## config.mk

```make
export PLATFORM = sky130hd
export DESIGN_NAME = autosa_csb_master
export DESIGN_NICKNAME = d
export VERILOG_FILES = /design/src/rtl/autosa_csb_master.sv
export SDC_FILE = /design/constraint.sdc
export NUM_CORES = 1
export LEC_CHECK = 0
export BUFFER_PORTS_ARGS = -buffer_cell sky130_fd_sc_hd__buf_2
export CAP_MARGIN = 15
export CORE_MARGIN = 8
export CORE_UTILIZATION = 40
export DETAILED_ROUTE_END_ITERATION = 7
export PLACE_DENSITY = 0.77
export SETUP_SLACK_MARGIN = 0.05
export SLEW_MARGIN = 5
export SYNTH_ARGS = -nofsm -noshare
export SYNTH_HDL_FRONTEND = slang
export SYNTH_SLANG_ARGS = --single-unit
```

## constraint.sdc

```tcl
create_clock -name autosa_core_clk -period 2.4 [get_ports autosa_core_clk]
set_clock_uncertainty 0.2 [all_clocks]
set_input_delay 0.12 -clock autosa_core_clk [delete_from_list [all_inputs] [get_ports autosa_core_clk]]
set_output_delay 0.12 -clock autosa_core_clk [all_outputs]
set_load 0.01 [all_outputs]
```

## src/rtl/autosa_csb_master.sv

```systemverilog
// CSB initiator: packs local register commands onto csb2xx, tracks one outstanding
// transaction and returns completions with read data, error and timeout status.
`timescale 1ns/1ps
module autosa_csb_master #(
   parameter int unsigned TIMEOUT_CYCLES = 1023,
   parameter int unsigned CNT_W          = 16
) (
   input  logic              autosa_core_clk,
   input  logic              autosa_core_rstn,
   input  logic              cmd_valid,
   output logic              cmd_ready,
   input  logic [21:0]       cmd_addr,
   input  logic [31:0]       cmd_wdat,
   input  logic              cmd_write,
   input  logic              cmd_nposted,
   input  logic              cmd_srcpriv,
   input  logic [3:0]        cmd_wrbe,
   input  logic [1:0]        cmd_level,
   output logic [62:0]       csb_req_pd,
   output logic              csb_req_pvld,
   input  logic              csb_req_prdy,
   input  logic [33:0]       csb_resp_pd,
   input  logic              csb_resp_valid,
   output logic              cpl_valid,
   output logic [31:0]       cpl_rdat,
   output logic              cpl_error,
   output logic              cpl_timeout,
   output logic              cpl_is_write,
   output logic              busy,
   output logic [CNT_W-1:0]  spurious_cnt
);

   localparam int unsigned TW = (TIMEOUT_CYCLES < 2) ? 1 : $clog2(TIMEOUT_CYCLES);
   // Last wait-cycle index: the transition out of WAIT happens at the end of this cycle.
   localparam logic [TW-1:0] TLIM = TW'((TIMEOUT_CYCLES == 0) ? 0 : TIMEOUT_CYCLES - 1);

   typedef enum logic [1:0] {StIdle, StReq, StWait} state_e;

   state_e           r_state;
   logic [62:0]      r_req_pd;
   logic [TW-1:0]    r_tcnt;
   logic [CNT_W-1:0] r_spur_cnt;
   logic             r_cpl_valid;
   logic [31:0]      r_cpl_rdat;
   logic             r_cpl_error;
   logic             r_cpl_timeout;
   logic             r_cpl_is_write;

   logic             w_req_write;
   logic             w_req_nposted;
   logic [31:0]      w_resp_rdat;
   logic             w_resp_err;
   logic             w_resp_kind;
   logic             w_timeout_hit;
   logic             w_spur_max;

   assign w_req_write   = r_req_pd[54];
   assign w_req_nposted = r_req_pd[55];
   assign w_resp_rdat   = csb_resp_pd[31:0];
   assign w_resp_err    = csb_resp_pd[32];
   assign w_resp_kind   = csb_resp_pd[33];
   assign w_timeout_hit = (TIMEOUT_CYCLES != 0) && (r_tcnt == TLIM);
   assign w_spur_max    = &r_spur_cnt;

   always_ff @(posedge autosa_core_clk or negedge autosa_core_rstn) begin
      if (!autosa_core_rstn) begin
         r_state        <= StIdle;
         r_req_pd       <= '0;
         r_tcnt         <= '0;
         r_spur_cnt     <= '0;
         r_cpl_valid    <= 1'b0;
         r_cpl_rdat     <= '0;
         r_cpl_error    <= 1'b0;
         r_cpl_timeout  <= 1'b0;
         r_cpl_is_write <= 1'b0;
      end else begin
         r_cpl_valid <= 1'b0;
         // Responses outside WAIT (including late ones after a timeout) are dropped.
         if (csb_resp_valid && (r_state != StWait) && !w_spur_max) begin
            r_spur_cnt <= r_spur_cnt + CNT_W'(1);
         end
         case (r_state)
            StIdle: begin
               if (cmd_valid) begin
                  r_req_pd <= {cmd_level, cmd_wrbe, cmd_srcpriv, cmd_nposted, cmd_write,
                               cmd_wdat, cmd_addr};
                  r_state  <= StReq;
               end
            end
            StReq: begin
               if (csb_req_prdy) begin
                  if (!w_req_write || w_req_nposted) begin
                     r_state <= StWait;
                     r_tcnt  <= '0;
                  end else begin
                     r_state <= StIdle;
                  end
               end
            end
            StWait: begin
               r_tcnt <= r_tcnt + TW'(1);
               if (csb_resp_valid) begin
                  r_state        <= StIdle;
                  r_cpl_valid    <= 1'b1;
                  r_cpl_rdat     <= w_req_write ? 32'h0 : w_resp_rdat;
                  r_cpl_error    <= w_resp_err | (w_resp_kind != w_req_write);
                  r_cpl_timeout  <= 1'b0;
                  r_cpl_is_write <= w_req_write;
               end else if (w_timeout_hit) begin
                  r_state        <= StIdle;
                  r_cpl_valid    <= 1'b1;
                  r_cpl_rdat     <= 32'h0;
                  r_cpl_error    <= 1'b1;
                  r_cpl_timeout  <= 1'b1;
                  r_cpl_is_write <= w_req_write;
               end
            end
            default: r_state <= StIdle;
         endcase
      end
   end

   // Gating with reset keeps cmd_ready low while reset is held.
   assign cmd_ready    = autosa_core_rstn && (r_state == StIdle);
   assign csb_req_pvld = (r_state == StReq);
   assign busy         = (r_state != StIdle);
   assign csb_req_pd   = r_req_pd;
   assign cpl_valid    = r_cpl_valid;
   assign cpl_rdat     = r_cpl_rdat;
   assign cpl_error    = r_cpl_error;
   assign cpl_timeout  = r_cpl_timeout;
   assign cpl_is_write = r_cpl_is_write;
   assign spurious_cnt = r_spur_cnt;

endmodule

```

# After elaboration in Yosys (flattened, before gate mapping)
# Index checks and enable logic that the tools add are counted.
# classes
add_sub_neg,2
eq_ne,9
muxes,20
bitwise,1
n_reduce_logical,15
# op_table
op,count
$mux 32,3
$mux 10,2
$pmux 10 s2,1
$add 16x1->16 const B,1
$reduce_and 16->1,1
$add 10x1->10 const B,1
$eq 10x10->1 const B,1
$mux 2,5
$mux 1,8
$pmux 2 s3,1
$reduce_and 3->1,2
$reduce_bool 2->1,3
$ne 2x1->1 const B,2
$ne 2x2->1 const B,2
$reduce_and 2->1,2
$logic_and 1x1->1,3
$ne 3x3->1 const B,1
$eq 2x1->1 const B,1
$eq 2x2->1 const B,1
$logic_not 1->1,2
$logic_not 2->1,1
$logic_or 1x1->1,1
$ne 1x1->1,1
$or 1x1->1,1
# totals
ff_bits,127
out_inout_bits,118
elab_cells,56

# Depth between registers and ports, before layout
# logic_depth
depth_word,5
depth_mapped,7
ltp_nobuf,7

# Worst setup path after synthesis
# Ideal clock, no wire load.
# synth_path
kind,reg-to-reg
start,register r_state[0]
end,register r_req_pd[0] (netlist: csb_req_pd[0])
t_arrival_ns,1.531
required_time_ns,2.075
path_slack_ns,0.544
path_stages_with_launch,6
path_buffers,2
synth_period_minus_slack_ns,1.856
cell_sequence,dfrtp_1 -> nor2_1 -> and2_1 -> clkbuf_1 -> buf_2 -> mux2_2
# synth_via
elab_chain_cells,2
# synth_rtl
element,line,text
from (decl),39,state_e r_state;
from (signal assigned),67,r_state <= StIdle;
from (signal assigned),87,r_state <= StReq;
from (signal assigned),93,r_state <= StWait;
$logic_not 2->1,82,case (r_state)
$reduce_and 2->1 (no source line),n/a,
to (signal assigned),85,"r_req_pd <= {cmd_level, cmd_wrbe, cmd_srcpriv, cmd_nposted, cmd_write,"
to (decl),40,logic [62:0] r_req_pd;
# Every way passes these cells.
# A chain may end at the register's enable or synchronous reset.

# Worst setup path after layout
# layout_path
start,register r_tcnt[0]
end,register r_cpl_rdat[0] (netlist: cpl_rdat[0])
# layout_via
elab_chain_cells,3
# layout_rtl
element,line,text
from (decl),41,logic [TW-1:0] r_tcnt;
from (signal assigned),101,r_tcnt <= r_tcnt + TW'(1);
$eq 10x10->1,62,assign w_timeout_hit = (TIMEOUT_CYCLES != 0) && (r_tcnt == TLIM);
$reduce_bool 2->1 (no source line),n/a,
$reduce_and 2->1 (no source line),n/a,
to (signal assigned),105,r_cpl_rdat <= w_req_write ? 32'h0 : w_resp_rdat;
to (decl),44,logic [31:0] r_cpl_rdat;
# Every way passes these cells.

==> impl_metrics.env <==
export IMPL_hp_class="input port to register"
export IMPL_gp_congestion=0.795
export IMPL_synth_mux_area_share_pct=14.6
export IMPL_cts_tree="done"
export IMPL_grt_pass1_wl_mm=26.1
export IMPL_p_sw_share_pct=33.2
export IMPL_rsz0062_at_grt="no"
export IMPL_worstMarginPinSlew_ns=0.644
export IMPL_yosysUniqueCellTypes=37
export IMPL_post_cts_resized=0
export IMPL_antenna_found_initial=0
export IMPL_synth_xor_area_share_pct=4.02
export IMPL_start_util_pct=40.4
export IMPL_ios=220
export IMPL_maxSlewViolCount=0
export IMPL_cp_slowest_stage_delay_ns=0.42
export IMPL_io_buffers=219
export IMPL_vias=4261
export IMPL_antenna_cells=0
export IMPL_power_mw=9.55
export IMPL_synth_edf_count=0
export IMPL_synth_compound_area_share_pct=6.91
export IMPL_clkLatencyLatePin_ns=0.41
export IMPL_cpMaxStageDelayCell="dfrtp_1"
export IMPL_startpoint_type="register"
export IMPL_clockRootBuffer="clkbuf_16"
export IMPL_finalCriticalPeriod_ns=2.03
export IMPL_cp_cell_sequence="inv_1 > ha_1 > nand2_1 > o31ai_1 > nand2_1 > buf_4 > a22o_1"
export IMPL_clockBufferDepth=2
export IMPL_cp_max_fo=34
export IMPL_fin_crit_sh_pct=84.4
export IMPL_hold_viol=0
export IMPL_wl_mm=16.6
export IMPL_irDropWorstVdd_mv=0.798
export IMPL_status="finished, final reports clean"
export IMPL_wl_per_cell_um=19.1
export IMPL_setup_violations=0
export IMPL_seq_power_share_pct=38.2
export IMPL_syn_area_um2=5010
export IMPL_ys_top_cells_by_count="127 x dfrtp_1, 65 x mux2_2, 32 x a22o_1, 15 x xor2_1"
export IMPL_max_cap_violations=0
export IMPL_dp_worst_setup_slack_ns=0.375
export IMPL_timing_fmax_ghz=0.493
export IMPL_fin_nets=786
export IMPL_die_x_um=128
export IMPL_synth_seq_cells=127
export IMPL_cp_common_cell="nand2_1"
export IMPL_yosysMostFrequentCell="dfrtp_1"
export IMPL_syn_num_nets=457
export IMPL_p_leak_nw=3.88
export IMPL_post_cts_buffers=0
export IMPL_synthArstFlopShare_pct=100
export IMPL_synthAdderAreaFrac_pct=0.749
export IMPL_grt_usage_pct=20.7
export IMPL_fin_ws_ns=0.374
export IMPL_finalSetupTns_ns=0
export IMPL_rows=41
export IMPL_required_ns=2.50
export IMPL_clock_sinks=127
export IMPL_synth_flop_cell="dfrtp_1"
export IMPL_die_height_um=128
export IMPL_drtPass1Iterations=6
export IMPL_path_clk_slew_ns=0.05
export IMPL_cts_hold_buf=100
export IMPL_grt_pass1_vias=4808
export IMPL_crit_arrival_ns=2.12
export IMPL_powerDensity_nw_per_um2=1200
export IMPL_grt_remaining_overflow=0
export IMPL_ant_nets=0
export IMPL_syn_area_per_cell_um2=14.2
export IMPL_yosysSeqAreaShare_pct=63.4
export IMPL_die_area_um2=16400
export IMPL_yosysTopAreaCell="dfrtp_1"
export IMPL_critPathKind="register to register"
export IMPL_cts_htree_levels=4
export IMPL_yosysTopAreaCellShare_pct=63.4
export IMPL_slew_limit_headroom_pct=57.0
export IMPL_power_frac_comb_pct=34.4
export IMPL_cellInternalPower_mw=6.37
export IMPL_areaGrowthSynthToFinish_pct=58.3
export IMPL_drive_gt1_share_pct=47.4
export IMPL_synth_top_family_by_area="multiplexers"
export IMPL_numCtsBuffers=17
export IMPL_switchingPower_mw=3.17
export IMPL_synth_area_leaders="dfrtp_1 63%, mux2_2 15%, a22o_1 5.6%, xor2_1 2.6%, xnor2_1 1.4%"
export IMPL_route_detailed_drc=0
export IMPL_post_dp_hpwl_mm=10.4
export IMPL_clkPwrFrac_pct=27.4
export IMPL_viasPerCell=4.92
export IMPL_drt_iter0_markers=210
export IMPL_netlist_instances=352
export IMPL_yosys_area_share_simple_pct=7.96
export IMPL_yosysWarnings=0
export IMPL_crit_path_end_kind="register"
export IMPL_design_core_area_um2=12400
export IMPL_grt_max_degree=128
## final timing paths
kind / startpoint / end / slack [ns] / cells after the start
max reg2reg: r_tcnt[0] / cpl_rdat[0] / 0.37 / 7
min in group asynchronous: autosa_core_rstn / r_state[0] / 0.24 / 3
min reg2reg: spurious_cnt[7] / spurious_cnt[7] / 0.29 / 1
max in group asynchronous: autosa_core_rstn / spurious_cnt[15] / 1.30 / 3
max: r_tcnt[0] / cpl_rdat[0] / 0.37 / 7
min: cmd_valid / csb_req_pd[24] / 0.15 / 3
## power by group through the flow
stage	logic [mW]	registers [mW]	clock network [mW]
floorplan	1.32	3.95	0
global placement	3.02	3.55	0
detailed placement	3.12	3.60	0
CTS	3.27	3.61	2.66
global route	3.53	3.76	2.75
finish	3.28	3.65	2.61
## placed cells by master, fill, tap and decap left out, types with 2 or more instances in the layout
cell type	instances
nand2_1	9
nor3b_1	2
a22o_1	32
inv_1	10
buf_2	218
ha_1	3
buf_4	6
clkinv_2	5
nand3_1	7
clkbuf_16	17
o21ai_0	3
nor2_1	9
nand4_1	6
or3_1	2
bufinv_16	3
nand2b_1	2
and3_1	2
and4_1	2
clkbuf_1	2
xor2_1	15
nor3_1	10
xnor2_1	8
nor4_2	3
buf_12	2
dfrtp_1	127
clkinvlp_4	2
nor4_1	3
clkbuf_8	2
mux2_2	65
dlygate4sd3_1	100
## kinds of logic (layout without fill, tap and decap cells)
group	after synthesis	after routing
AOI/OAI and AO/OA	42	42
buffers and inverters	26	368
xor gates and xnor gates	23	23
adders and majority gates	3	3
muxes	65	65
DFF	127	127
and+or+nand+nor	66	66
## worst max-delay path: cells and delay by family (launching register included)
family / cells / cell delay, ns
AO/OA/AOI/OAI: 2 / 0.61
flip-flops: 1 / 0.42
buffers and inverters: 2 / 0.34
AND/OR/NAND/NOR: 2 / 0.17
adder cells (fa/ha/maj): 1 / 0.15
## flip-flops by register name (all words and copies together), names as in the netlist
name,cells
csb_req_pd,63
cpl_rdat,32
spurious_cnt,16
r_tcnt,10
r_state,2
cpl_error,1
cpl_is_write,1
cpl_timeout,1
cpl_valid,1
## metal layers
layer | routed length [um] | vias to the layer above | GRT usage [%]
met5 | 0 | - | 0
met4 | 571 | 0 | 9.72
li1 | - | 1917 | -
met1 | 6170 | 2088 | 22.0
met3 | 1510 | 50 | 9.11
met2 | 8320 | 206 | 34.6
## per-stage QoR
step	area (um2)	instances	hold WS, ns	utilization [%]
floorplan	5010	352	-0.376	-
global placement	6330	734	0.0974	51.0
detailed placement	6330	734	0.115	51.0
CTS	7930	866	0.132	63.9
global route	7930	866	0.157	63.9
finish	7930	866	0.149	63.9
## cell type report
type	instances	area [um2]
fill	883	4480
sequential	127	3180
timing repair buffer	326	2180
multi-input combinational	199	1730
clock buffer	21	460
tap	172	215
clock inverter	11	139
inverter	10	37.5
No activity file was read; power rests on OpenSTA's default activity.
